$ cat src/rtl/div_seq_pkg.sv
// Shared definitions for the iterative RV64 divider: widths, opcodes, FSM states
// and operand extension helpers.
package div_seq_pkg;

  localparam int XLEN = 64;
  localparam int AW   = XLEN + 1;

  typedef enum logic [1:0] {
    OP_DIV  = 2'b00,
    OP_DIVU = 2'b01,
    OP_REM  = 2'b10,
    OP_REMU = 2'b11
  } op_e;

  typedef enum logic [2:0] {
    ST_IDLE  = 3'd0,
    ST_NEG_A = 3'd1,
    ST_NEG_B = 3'd2,
    ST_ITER  = 3'd3,
    ST_FIX   = 3'd4,
    ST_DONE  = 3'd5
  } state_e;

  // Sign-extend a 32-bit value to XLEN.
  function automatic logic [XLEN-1:0] sext32(input logic [31:0] v);
    return {{(XLEN-32){v[31]}}, v};
  endfunction

  // W forms use only the low word, sign- or zero-extended by op signedness.
  function automatic logic [XLEN-1:0] ext_operand(input logic [XLEN-1:0] v,
                                                  input logic word,
                                                  input logic is_signed);
    logic [XLEN-1:0] r;
    if (word) begin
      if (is_signed) r = sext32(v[31:0]);
      else           r = {{(XLEN-32){1'b0}}, v[31:0]};
    end else begin
      r = v;
    end
    return r;
  endfunction

endpackage

$ cat src/rtl/div_seq_cla_add.sv
// Carry-lookahead adder built as a tree of 4-bit group lookahead units.
// Supports WIDTH up to 256 bits (four lookahead levels).

// 4-bit group lookahead unit: internal carries plus group generate/propagate.
module cla_lau (
  input  logic [3:0] g,
  input  logic [3:0] p,
  input  logic       cin,
  output logic [3:0] c,
  output logic       gg,
  output logic       pg
);
  assign c[0] = cin;
  assign c[1] = g[0] | (p[0] & cin);
  assign c[2] = g[1] | (p[1] & g[0]) | (p[1] & p[0] & cin);
  assign c[3] = g[2] | (p[2] & g[1]) | (p[2] & p[1] & g[0]) | (p[2] & p[1] & p[0] & cin);
  assign gg   = g[3] | (p[3] & g[2]) | (p[3] & p[2] & g[1]) | (p[3] & p[2] & p[1] & g[0]);
  assign pg   = &p;
endmodule

module cla_add #(
  parameter int WIDTH = 65
) (
  input  logic [WIDTH-1:0] a,
  input  logic [WIDTH-1:0] b,
  input  logic             cin,
  output logic [WIDTH-1:0] sum,
  output logic             cout
);
  localparam int NG1 = (WIDTH + 3) / 4;
  localparam int NG2 = (NG1 + 3) / 4;
  localparam int NG3 = (NG2 + 3) / 4;

  logic [4*NG1-1:0] g0, p0, c0;
  logic [4*NG2-1:0] g1, p1, c1;
  logic [4*NG3-1:0] g2, p2, c2;
  logic [3:0]       g3, p3, c3;
  logic             unused_top_g, unused_top_p, unused_pad_carries;

  // Bit-level generate/propagate; positions above WIDTH are neutral padding.
  for (genvar i = 0; i < 4*NG1; i++) begin : g_bit
    if (i < WIDTH) begin : g_real
      assign g0[i] = a[i] & b[i];
      assign p0[i] = a[i] ^ b[i];
    end else begin : g_pad
      assign g0[i] = 1'b0;
      assign p0[i] = 1'b0;
    end
  end

  for (genvar j = 0; j < 4*NG2; j++) begin : g_lvl1
    if (j < NG1) begin : g_unit
      cla_lau u_lau (.g(g0[4*j +: 4]), .p(p0[4*j +: 4]), .cin(c1[j]),
                     .c(c0[4*j +: 4]), .gg(g1[j]), .pg(p1[j]));
    end else begin : g_pad
      assign g1[j] = 1'b0;
      assign p1[j] = 1'b0;
    end
  end

  for (genvar k = 0; k < 4*NG3; k++) begin : g_lvl2
    if (k < NG2) begin : g_unit
      cla_lau u_lau (.g(g1[4*k +: 4]), .p(p1[4*k +: 4]), .cin(c2[k]),
                     .c(c1[4*k +: 4]), .gg(g2[k]), .pg(p2[k]));
    end else begin : g_pad
      assign g2[k] = 1'b0;
      assign p2[k] = 1'b0;
    end
  end

  for (genvar m = 0; m < 4; m++) begin : g_lvl3
    if (m < NG3) begin : g_unit
      cla_lau u_lau (.g(g2[4*m +: 4]), .p(p2[4*m +: 4]), .cin(c3[m]),
                     .c(c2[4*m +: 4]), .gg(g3[m]), .pg(p3[m]));
    end else begin : g_pad
      assign g3[m] = 1'b0;
      assign p3[m] = 1'b0;
    end
  end

  cla_lau u_top (.g(g3), .p(p3), .cin(cin), .c(c3), .gg(unused_top_g), .pg(unused_top_p));

  assign sum  = p0[WIDTH-1:0] ^ c0[WIDTH-1:0];
  assign cout = g0[WIDTH-1] | (p0[WIDTH-1] & c0[WIDTH-1]);

  // Carries into padding positions have no consumer.
  assign unused_pad_carries = ^{c0, c1, c2, c3};
endmodule

$ cat src/rtl/div_seq.sv
// Iterative restoring divider for DIV/DIVU/REM/REMU and W forms. One shared
// carry-lookahead adder does operand negation, the per-bit trial subtract and
// the final sign fix-up; the FSM steers its operand muxes.
module div_seq
  import div_seq_pkg::*;
(
  input  logic            clock,
  input  logic            reset,
  input  logic            flush,
  input  logic            in_valid,
  output logic            in_ready,
  input  logic [1:0]      op,
  input  logic            word,
  input  logic [XLEN-1:0] src1,
  input  logic [XLEN-1:0] src2,
  output logic            out_valid,
  input  logic            out_ready,
  output logic [XLEN-1:0] result
);

  state_e          state_r, state_nx_s;
  logic [6:0]      cnt_r;
  logic [XLEN-1:0] rem_r, quo_r, div_r, result_r;
  logic            word_r, is_rem_r, neg_a_r, neg_b_r, out_valid_r;

  op_e             op_s;
  logic            signed_op_s, rem_op_s, accept_s, div_zero_s, ovf_s, quo_msb_s, fix_neg_s;
  logic [XLEN-1:0] a_ext_s, b_ext_s, min_neg_s, special_raw_s, special_res_s;
  logic [XLEN-1:0] fix_val_s, fix_res_s, fix_out_s;
  logic [AW-1:0]   rem_sh_s, add_a_s, add_b_s, add_sum_s;
  logic            add_cin_s, add_cout_s;

  assign op_s        = op_e'(op);
  assign signed_op_s = (op_s == OP_DIV) || (op_s == OP_REM);
  assign rem_op_s    = (op_s == OP_REM) || (op_s == OP_REMU);
  assign a_ext_s     = ext_operand(src1, word, signed_op_s);
  assign b_ext_s     = ext_operand(src2, word, signed_op_s);
  assign min_neg_s   = word ? {{(XLEN-31){1'b1}}, {31{1'b0}}} : {1'b1, {(XLEN-1){1'b0}}};
  assign div_zero_s  = (b_ext_s == {XLEN{1'b0}});
  assign ovf_s       = signed_op_s && (a_ext_s == min_neg_s) && (b_ext_s == {XLEN{1'b1}});
  assign in_ready    = (state_r == ST_IDLE) && !flush && !reset;
  assign accept_s    = in_valid && in_ready;

  // Divide-by-zero and overflow results are known at accept time.
  assign special_raw_s = div_zero_s ? (rem_op_s ? a_ext_s : {XLEN{1'b1}})
                                    : (rem_op_s ? {XLEN{1'b0}} : a_ext_s);
  assign special_res_s = word ? sext32(special_raw_s[31:0]) : special_raw_s;

  // Next dividend bit to shift into the partial remainder.
  assign quo_msb_s = word_r ? quo_r[31] : quo_r[XLEN-1];
  assign rem_sh_s  = {rem_r, quo_msb_s};

  // Fix-up: quotient sign is the XOR of operand signs, remainder follows the dividend.
  assign fix_val_s = is_rem_r ? rem_r : quo_r;
  assign fix_neg_s = is_rem_r ? neg_a_r : (neg_a_r ^ neg_b_r);
  assign fix_res_s = fix_neg_s ? add_sum_s[XLEN-1:0] : fix_val_s;
  assign fix_out_s = word_r ? sext32(fix_res_s[31:0]) : fix_res_s;

  // Operand muxes of the shared adder: negation is 0 + ~x + 1, trial subtract is rem_sh + ~div + 1.
  always_comb begin
    add_a_s   = {AW{1'b0}};
    add_b_s   = {AW{1'b0}};
    add_cin_s = 1'b0;
    case (state_r)
      ST_NEG_A: begin
        add_b_s   = ~{1'b0, quo_r};
        add_cin_s = 1'b1;
      end
      ST_NEG_B: begin
        add_b_s   = ~{1'b0, div_r};
        add_cin_s = 1'b1;
      end
      ST_ITER: begin
        add_a_s   = rem_sh_s;
        add_b_s   = ~{1'b0, div_r};
        add_cin_s = 1'b1;
      end
      ST_FIX: begin
        add_b_s   = ~{1'b0, fix_val_s};
        add_cin_s = 1'b1;
      end
      default: begin
        add_cin_s = 1'b0;
      end
    endcase
  end

  cla_add #(.WIDTH(AW)) u_add (
    .a    (add_a_s),
    .b    (add_b_s),
    .cin  (add_cin_s),
    .sum  (add_sum_s),
    .cout (add_cout_s)
  );

  // Next-state logic; flush aborts from any state.
  always_comb begin
    state_nx_s = state_r;
    if (flush) begin
      state_nx_s = ST_IDLE;
    end else begin
      case (state_r)
        ST_IDLE: begin
          if (accept_s) state_nx_s = (div_zero_s || ovf_s) ? ST_DONE : ST_NEG_A;
          else          state_nx_s = ST_IDLE;
        end
        ST_NEG_A: state_nx_s = ST_NEG_B;
        ST_NEG_B: state_nx_s = ST_ITER;
        ST_ITER: begin
          if (cnt_r == 7'd0) state_nx_s = ST_FIX;
          else               state_nx_s = ST_ITER;
        end
        ST_FIX: state_nx_s = ST_DONE;
        ST_DONE: begin
          if (out_ready) state_nx_s = ST_IDLE;
          else           state_nx_s = ST_DONE;
        end
        default: state_nx_s = ST_IDLE;
      endcase
    end
  end

  // State register.
  always_ff @(posedge clock) begin
    if (reset) state_r <= ST_IDLE;
    else       state_r <= state_nx_s;
  end

  // Datapath registers: operand capture, negation, restoring iteration and result.
  always_ff @(posedge clock) begin
    if (reset) begin
      cnt_r       <= 7'd0;
      out_valid_r <= 1'b0;
      result_r    <= {XLEN{1'b0}};
    end else if (flush) begin
      cnt_r       <= 7'd0;
      out_valid_r <= 1'b0;
    end else begin
      case (state_r)
        ST_IDLE: begin
          if (accept_s) begin
            quo_r    <= a_ext_s;
            div_r    <= b_ext_s;
            rem_r    <= {XLEN{1'b0}};
            word_r   <= word;
            is_rem_r <= rem_op_s;
            neg_a_r  <= signed_op_s && a_ext_s[XLEN-1];
            neg_b_r  <= signed_op_s && b_ext_s[XLEN-1];
            cnt_r    <= word ? 7'd31 : 7'd63;
            if (div_zero_s || ovf_s) begin
              result_r    <= special_res_s;
              out_valid_r <= 1'b1;
            end
          end
        end
        ST_NEG_A: begin
          if (neg_a_r) quo_r <= add_sum_s[XLEN-1:0];
        end
        ST_NEG_B: begin
          if (neg_b_r) div_r <= add_sum_s[XLEN-1:0];
        end
        ST_ITER: begin
          rem_r <= add_cout_s ? add_sum_s[XLEN-1:0] : rem_sh_s[XLEN-1:0];
          quo_r <= {quo_r[XLEN-2:0], add_cout_s};
          if (cnt_r != 7'd0) cnt_r <= cnt_r - 7'd1;
        end
        ST_FIX: begin
          result_r    <= fix_out_s;
          out_valid_r <= 1'b1;
        end
        ST_DONE: begin
          if (out_ready) out_valid_r <= 1'b0;
        end
        default: begin
          out_valid_r <= 1'b0;
        end
      endcase
    end
  end

  assign out_valid = out_valid_r;
  assign result    = result_r;

endmodule

$ cat config.mk
export PLATFORM = sky130hd
export DESIGN_NAME = div_seq
export DESIGN_NICKNAME = d
export VERILOG_FILES = /design/src/rtl/div_seq_pkg.sv /design/src/rtl/div_seq_cla_add.sv /design/src/rtl/div_seq.sv
export SDC_FILE = /design/constraint.sdc
export NUM_CORES = 1
export LEC_CHECK = 0
export CAP_MARGIN = 30
export CORE_MARGIN = 2
export CORE_UTILIZATION = 35
export CTS_BUF_LIST = sky130_fd_sc_hd__clkbuf_4 sky130_fd_sc_hd__clkbuf_8
export CTS_CLUSTER_SIZE = 28
export DETAILED_ROUTE_END_ITERATION = 8
export PLACE_DENSITY = 0.62
export SYNTH_ARGS = -nofsm -noshare
export SYNTH_HDL_FRONTEND = slang
export SYNTH_SLANG_ARGS = --single-unit
$ cat constraint.sdc
create_clock -name clock -period 11.1 [get_ports clock]
set_input_delay 3.33 -clock clock [delete_from_list [all_inputs] [get_ports clock]]
set_output_delay 3.33 -clock clock [all_outputs]
set_load 0.01 [all_outputs]
* After elaboration in Yosys (flattened, before gate mapping)
Index checks and enable logic that the tools add are counted. W data, S select, Z words.
Word-level totals: input port bits 136, memories 0, output and inout bits 66, memory bits (writable) 0, logic and storage cells 747, flip-flop bits (word level) 271, bits in latches 0, ROM bits 0
Cells by class: shifts and indexed selects 0, eq/ne operators 15, add/subtract/negate cells 1, bitwise logic cells 625, multiply operators 0, $lt $le $gt $ge 0, divide/modulo/power cells 0, reduce and logical (&&, ||, !) cells 53, muxes and demuxes 42
Operator list (count):
- $mux W64 | 19
- $pmux W64 S2 | 3
- $and A1 B1 Y1 | 361
- $not A64 Y65 | 3
- $pmux W65 S3 | 1
- $pmux W64 S3 | 1
- $or A1 B1 Y1 | 191
- $reduce_and A4 Y1 | 20
- $xor A1 B1 Y1 | 66
- $mux W65 | 1
- $eq A64 B64 Y1 | 1
- $eq A64 B64 Y1 const B | 1
- $logic_not A64 Y1 | 1
- $reduce_and A16 Y1 | 4
- $reduce_and A64 Y1 | 1
- $xor A64 B64 Y64 | 1
- $mux W63 | 1
- $pmux W3 S6 | 1
- $mux W7 | 2
- $pmux W7 S2 | 1
- $mux W3 | 4
- $ne A2 B2 Y1 const B | 5
- $reduce_and A5 Y1 | 2
- $logic_and A1 B1 Y1 | 7
- 22 further kinds | 38

* Logic depth before layout (Yosys ltp)
Gate-level depths: netlist of run 1.
word-level depth 24, gate-level depth with buffers 23, mapped depth without buffers 20

* By module
From an unflattened synthesis of run 1, not the netlist that was laid out.
Second synthesis, totals: cells, all modules 2273, area total of the unflattened synthesis 20571.0 um2
Modules (own cells, without submodules):
- div_seq | cells an instance 1892, instances 1, sequential area each 7387.1 um2, area each 17515.5 um2
- cla_lau | cells an instance 10, instances 25, sequential area each 0.0 um2, area each 66.3 um2
- cla_add | cells an instance 131, instances 1, sequential area each 0.0 um2, area each 1397.6 um2

* Least setup slack after synthesis of run 1
No wires, ideal clock.
path kind input to register, start input port flush, end register div_r[0] (enable), data required time 10.535 ns, path slack 2.318 ns, arrival 8.217 ns, path buffers 1, setup time 0.565 ns, stages on the path 3, cell sequence or3_1 -> clkbuf_1 -> nor3_1
Between the ends: longest elaborated chain between the ends 6, elaborated cells on any way between the ends 7, classes of those cells eq/ne: 1; bitwise: 1; reduce/logical: 5
Ends and longest elaborated chain:
- start: declaration | line div_seq.sv:9 | input logic flush,
- $logic_not A1 Y1 | line div_seq.sv:41 | assign in_ready = (state_r == ST_IDLE) && !flush && !reset;
- $logic_and A1 B1 Y1 (2 in a row) | line div_seq.sv:41
- $logic_and A1 B1 Y1 | line div_seq.sv:42 | assign accept_s = in_valid && in_ready;
- $ne A2 B2 Y1 (no line)
- $reduce_and A5 Y1 (no line) (*)
- end signal: assignment | line div_seq.sv:143 | div_r <= b_ext_s;
- end signal: assignment | line div_seq.sv:160 | if (neg_b_r) div_r <= add_sum_s[XLEN-1:0];
- end: declaration | line div_seq.sv:23 | logic [XLEN-1:0] rem_r, quo_r, div_r, result_r;
Mark *: on every way between the ends. The rest lies on a longest branch, timed or not. A chain may end at the register's enable or synchronous reset.

* Worst setup path in the final report of run 1
start input port flush, end output port in_ready
Between the ends: longest elaborated chain between the ends 3
Ends and longest elaborated chain:
- $logic_not A1 Y1 | line div_seq.sv:41
- $logic_and A1 B1 Y1 (2 in a row) | line div_seq.sv:41
- end: declaration | line div_seq.sv:11 | output logic in_ready,
Every way passes these cells.

==> run metrics, run 1 <==
Final Non-Filler Cells 3199; height of the die roughly 240 um; H-tree levels 2; Post-Syn Area around 20000 um2; Site Rows 87; RePlAce Congestion 0.937; yosys warns 0; ranking of synthesized cells by area edfxtp_1 (30%), dfxtp_1 (7.6%), a21oi_1 (5.7%), nand2_1 (5.1%), ha_1 (4.1%); Reg-to-Reg End result[60]; Tot GR Track Use 28.1%; simple-gate area share of the yosys netlist about 18%; placed cell areas 22500 um2; root buf cell clkbuf_8; largest net degree at the start of global routing ~70; WP data arrival a little over 5 ns; design area around 24000 um2; met3 WL between 10 and 15 mm; post-CTS resize count 0; Final Hold Viols 0; # hold bufs at CTS 0; Worst Hold Class flop to flop; IR drop worst, VDD a little over 0.07 mV; vias in the first global route 19600; Synth Instances between 2000 and 2500; Commonest cells post-synth nand2_1 (267), a21oi_1 (226), edfxtp_1 (196), nor2_1 (195), o21ai_0 (155); unrepaired setup endpoints after global routing no; hold_sp cnt_r[6]; dominant synthesized flop cell edfxtp_1; Synth Net Count about 2500; Pleak just under 9 nW; worst hold path depth 2; mux cell area share after synthesis under 10%; CP endpoint kind output pin; power per cell area 105 nW/um2; Placed Cells between 3000 and 4000; Worst Tran Pin Value a little over 1 ns; DP Wirelength between 50 and 60 mm; Crit Path Class primary input to output pin; total CTS buffers 50; Adder-Cell Fraction of Synth Area 6.33%; worst-path maximum fanout 6; highest clock rate between 0.1 and 0.15 GHz; Initial Util 35.3%; Synth Register Bits roughly 270; hold path endpoint cnt_r[6]; crit share post-route between 70% and 80%; outcome completed; wire per inst approximately 27 um; R2R Setup Slk around 4 ns; initial antenna violation count 3; Clock Skew roughly 0.031 ns; Via density ~6.3; Synth Area in Compound Gates 25.1%; startpoint class of the critical path primary input; routed wire length 85.4 mm; antenna cells 0; Avg Synthesized Cell Area approximately 8.7 um2; post-CTS setup buffers 0; EDFF count, synth slightly below 200; Slew Limit Fails 0; final setup fails 0; Clock Path Buffers 3; share of layout cells above drive strength 1 9.86%; Iter 0 DRT Violations around 2500; worst skew pair latency between 0.6 and 0.7 ns; io pins 202; Num Clock Sinks about 270; M1 wire length between 30 and 40 mm; DRC Markers 0; vias between 20000 and 25000; FF-to-FF path depth 22; drt first pass iters 6; Yosys cell types 85; cell accounting for the most synthesized area edfxtp_1; die extent in x roughly 240 um; clock-pin slew on the worst setup and hold paths approximately 0.06 ns; Final ANT Viol Nets 0; Core Region between 50000 and 60000 um2; Final min period 8.41 ns; synthesis-to-layout area growth 19.4%; routed wl met2 37.1 mm; post-synthesis sequential area ratio ~37%; share of Yosys cell area claimed by the top area cell type slightly below 30%; CTS tree done; CP Data Required Time 7.77 ns; final setup TNS 0 ns; Remaining Overflow, GRT 0; Synth Area in XOR/XNOR under 10%; global-route wire length before repair about 130 mm; largest family of logic cells by synthesized area compound AO/OA/AOI/OAI gates; Worst slew margin a little under a third; Pwr Total around 2.5 mW; Async SR Flop Fraction 0%; nets roughly 2600; most common cell in the netlist nand2_1; r2r startpoint state_r[2]; port bufs 201; Max-cap violations 0; Die ar. between 50000 and 60000 um2; uppermost layer routed met5
worst max path at each step:
stage	startpoint	to	cells past startpoint
2_1_floorplan	flush	div_r[0]	3
3_3_place_gp	flush	in_ready	4
3_5_place_dp	flush	in_ready	4
4_1_cts	flush	in_ready	4
5_1_grt	flush	in_ready	4
6_report	flush	in_ready	4
metal layers:
layer,GRT usage (%),vias to the layer above
met1,36.8,9682
met4,13.3,6
met3,8.30,229
li1,-,8800
met2,42.6,1453
met5,0,-
cell type report:
cell class	instances	area, um2
clock inverter	11	82.6
clock buffer	82	1030
timing repair buffer	248	2410
tap	756	946
inverter	59	221
multi-input combinational	1772	11600
fill	5568	32500
sequential	271	7390
layout by cell type (no fill, tap or decap), types with 27 or more instances in the layout:
master           count
a211oi_1            51
a21oi_1            223
and3_1              58
buf_4               43
clkbuf_8            66
clkdlybuf4s50_1    200
dfxtp_1             73
edfxtp_1           196
ha_1                65
inv_1               56
mux2_2              64
mux2i_1             57
nand2_1            262
nand4_1             29
nor2_1             194
nor3_1              36
nor4_1              29
o211ai_1            38
o21ai_0            155
o22a_1              59
o22ai_1             54
xnor2_1             27
flip-flops by register name, indices dropped and copies added, names as in the netlist:
signal,cells
result,64
is_rem_r,1
cnt_r,7
neg_a_r,1
out_valid,1
neg_b_r,1
quo_r,64
state_r,3
rem_r,64
word_r,1
div_r,64
worst max-delay path, cell delays in order:
cell and delay, ns:
clkdlybuf4s50_1 0.47, or3_1 0.52, nor3_1 0.19, clkdlybuf4s50_1 0.57
kinds of logic after synthesis:
group / after synthesis
buffers and inverters: 241
XOR/XNOR: 48
multiplexers: 121
adder cells (fa/ha/maj): 93
AO/OA/AOI/OAI: 767
AND/OR/NAND/NOR: 743
flip-flops: 271
report_power, final:
part | total [mW] | internal (mW) | switching [mW]
sequential | 1.13 | 1.11 | 0.0147
combinational | 0.276 | 0.106 | 0.170
clock | 1.09 | 0.608 | 0.485
total | 2.50 | 1.83 | 0.670
through the flow:
step	hold WS (ns)	setup WS, ns	utilization, %
floorplan	0.415	2.32	-
global placement	0.422	2.73	40.0
CTS	0.438	2.70	42.1
global route	0.459	2.61	42.1
finish	0.439	2.69	42.1
detailed placement	0.429	2.71	40.1
(Power assumes the default switching activity.)
==> run 2, diff against run 1 <==
clock period = 8.2 ns   (was 11.1 ns; I/O delays follow)
==> run metrics, run 2 (synthesis gave the netlist of run 1 again) <==
outcome completed; CP delay by family, top buffers and inverters; worst skew pair latency roughly 0.68 ns; Final ANT Viol Nets 0; # hold bufs at CTS 0; Die ar. 58500 um2; DRC Markers 0; Num Clock Sinks around 270; final setup fails 0; Max-cap violations 0; Reg power frac 44.6%; CP endpoint kind output pin; root buf cell clkbuf_8; Initial Util between 30% and 40%; height of the die between 200 and 250 um; Worst Tran Pin Value about 1.1 ns; Crit Path Class primary input to output pin; Pleak approximately 8.8 nW; Clock Skew roughly 0.053 ns; Clk pwr share 44.4%; Site Rows 87; antenna cells 0; Net Sw Power ~0.91 mW; total CTS buffers about 50; highest clock rate 0.149 GHz; power per cell area 144 nW/um2; Critical Path, Cell by Cell clkdlybuf4s50_1 -> or3_1 -> nor3_1 -> clkdlybuf4s50_1; CP dominant cell by count clkdlybuf4s50_1; drt first pass iters 6; M1 wire length 36.0 mm; Fillers ~5600; share of layout cells above drive strength 1 around a tenth; routed wl met2 ~39 mm; Core Region about 56000 um2; crit share post-route between 80% and 90%; logic gate share of total power between 10% and 20%; Iter 0 DRT Violations about 2700; internal power 2.51 mW; Worst slew margin about 27%; H-tree levels 2; WP data arrival roughly 4.3 ns; Multi-input gate area 11600 um2; io pins about 200; uppermost layer routed met5; Sw Ratio about a quarter; DP Wirelength 60.2 mm; met3 WL 9.49 mm; port bufs 201; global-route wire length before repair approximately 130 mm; CTS tree done; routed wire length ~90 mm; startpoint class of the critical path primary input; Remaining Overflow, GRT 0; Clock Path Buffers 3; vias just over 20000; initial antenna violation count 4; CP Data Required Time 5.74 ns; slowest library cell on the worst path clkdlybuf4s50_1; most frequent cells in the layout nand2_1 (262), a21oi_1 (223), clkdlybuf4s50_1 (200); unrepaired setup endpoints after global routing no; RePlAce Congestion a little under 1; worst stage delay on the critical path a little under 0.6 ns; Tot GR Track Use between 20% and 30%; commonest non-fill, non-tap cell in the layout nand2_1; Slew Limit Fails 0; worst-path maximum fanout 6; clock-pin slew on the worst setup and hold paths 0.06 ns; nets 2631; Worst Hold Class flop to flop; IR drop worst, VDD about 0.11 mV; Seq. cell area 7390 um2; post-CTS resize count 0; Via density 6.29; largest net degree at the start of global routing about 120; wire per inst 27.4 um; final setup TNS 0 ns; vias in the first global route about 20000; R2R Setup Slk 1.53 ns; synthesis-to-layout area growth 20.1%; Final Hold Viols 0; CP bufs+invs 2; Final min period 6.71 ns; post-CTS setup buffers 0; fin util between 40% and 50%; die extent in x between 200 and 250 um
-- run 2: cell types whose count changed in the layout (fill, tap and decap cells not counted), sizes merged --
cell	previous run	this run
buf	48	59
clkbuf	82	90
clkinv	9	3
clkinvlp	0	2
inv	60	59
-- run 2: metrics by stage --
step / hold WS, ns / cell area, um2 / instances / power, mW / setup WS [ns]
2_1_floorplan: 0.415 / 19800 / 2284 / 1.72 / 0.288
3_3_place_gp: 0.423 / 22600 / 3116 / 1.91 / 1.57
3_5_place_dp: 0.432 / 22600 / 3116 / 1.91 / 1.41
4_1_cts: 0.441 / 23800 / 3212 / 3.42 / 1.52
5_1_grt: 0.473 / 23800 / 3213 / 3.50 / 1.32
6_report: 0.444 / 23800 / 3213 / 3.42 / 1.49
-- run 2: power by group through the flow --
stage | logic, mW | clock network (mW) | registers (mW)
after floorplan | 0.176 | 0 | 1.55
after global placement | 0.359 | 0 | 1.55
after detailed placement | 0.361 | 0 | 1.55
after CTS | 0.363 | 1.53 | 1.52
after global routing | 0.393 | 1.58 | 1.53
final | 0.375 | 1.52 | 1.53
-- run 2: worst min-delay path: cells and delay by family (launching register included) --
family	cells	cell delay, ns
DFF	1	0.31
buffers and inverters	1	0.05
and+or+nand+nor	1	0.04
-- run 2: layer usage --
| layer | GRT usage, % | up-vias |
|---|---|---|
| met2 | 45.4 | 1378 |
| met5 | 0 | - |
| met3 | 5.84 | 217 |
| li1 | - | 8833 |
| met1 | 39.7 | 9764 |
| met4 | 11.5 | 8 |
-- run 2: final cells by class --
type | instances | share of cell area, %
clock buffer | 90 | 4.60
clock inverter | 6 | 0.268
inverter | 59 | 0.931
multi-input combinational | 1772 | 48.6
sequential | 271 | 31.1
tap | 756 | 3.98
timing repair buffer | 259 | 10.6
-- run 2: worst paths after layout --
kind                                 start         end  cells past startpoint
worst max register to register  state_r[2]  result[61]                     19
worst min register to register    cnt_r[6]    cnt_r[6]                      2
worst max-delay path                 flush    in_ready                      4
worst min-delay path              cnt_r[6]    cnt_r[6]                      2
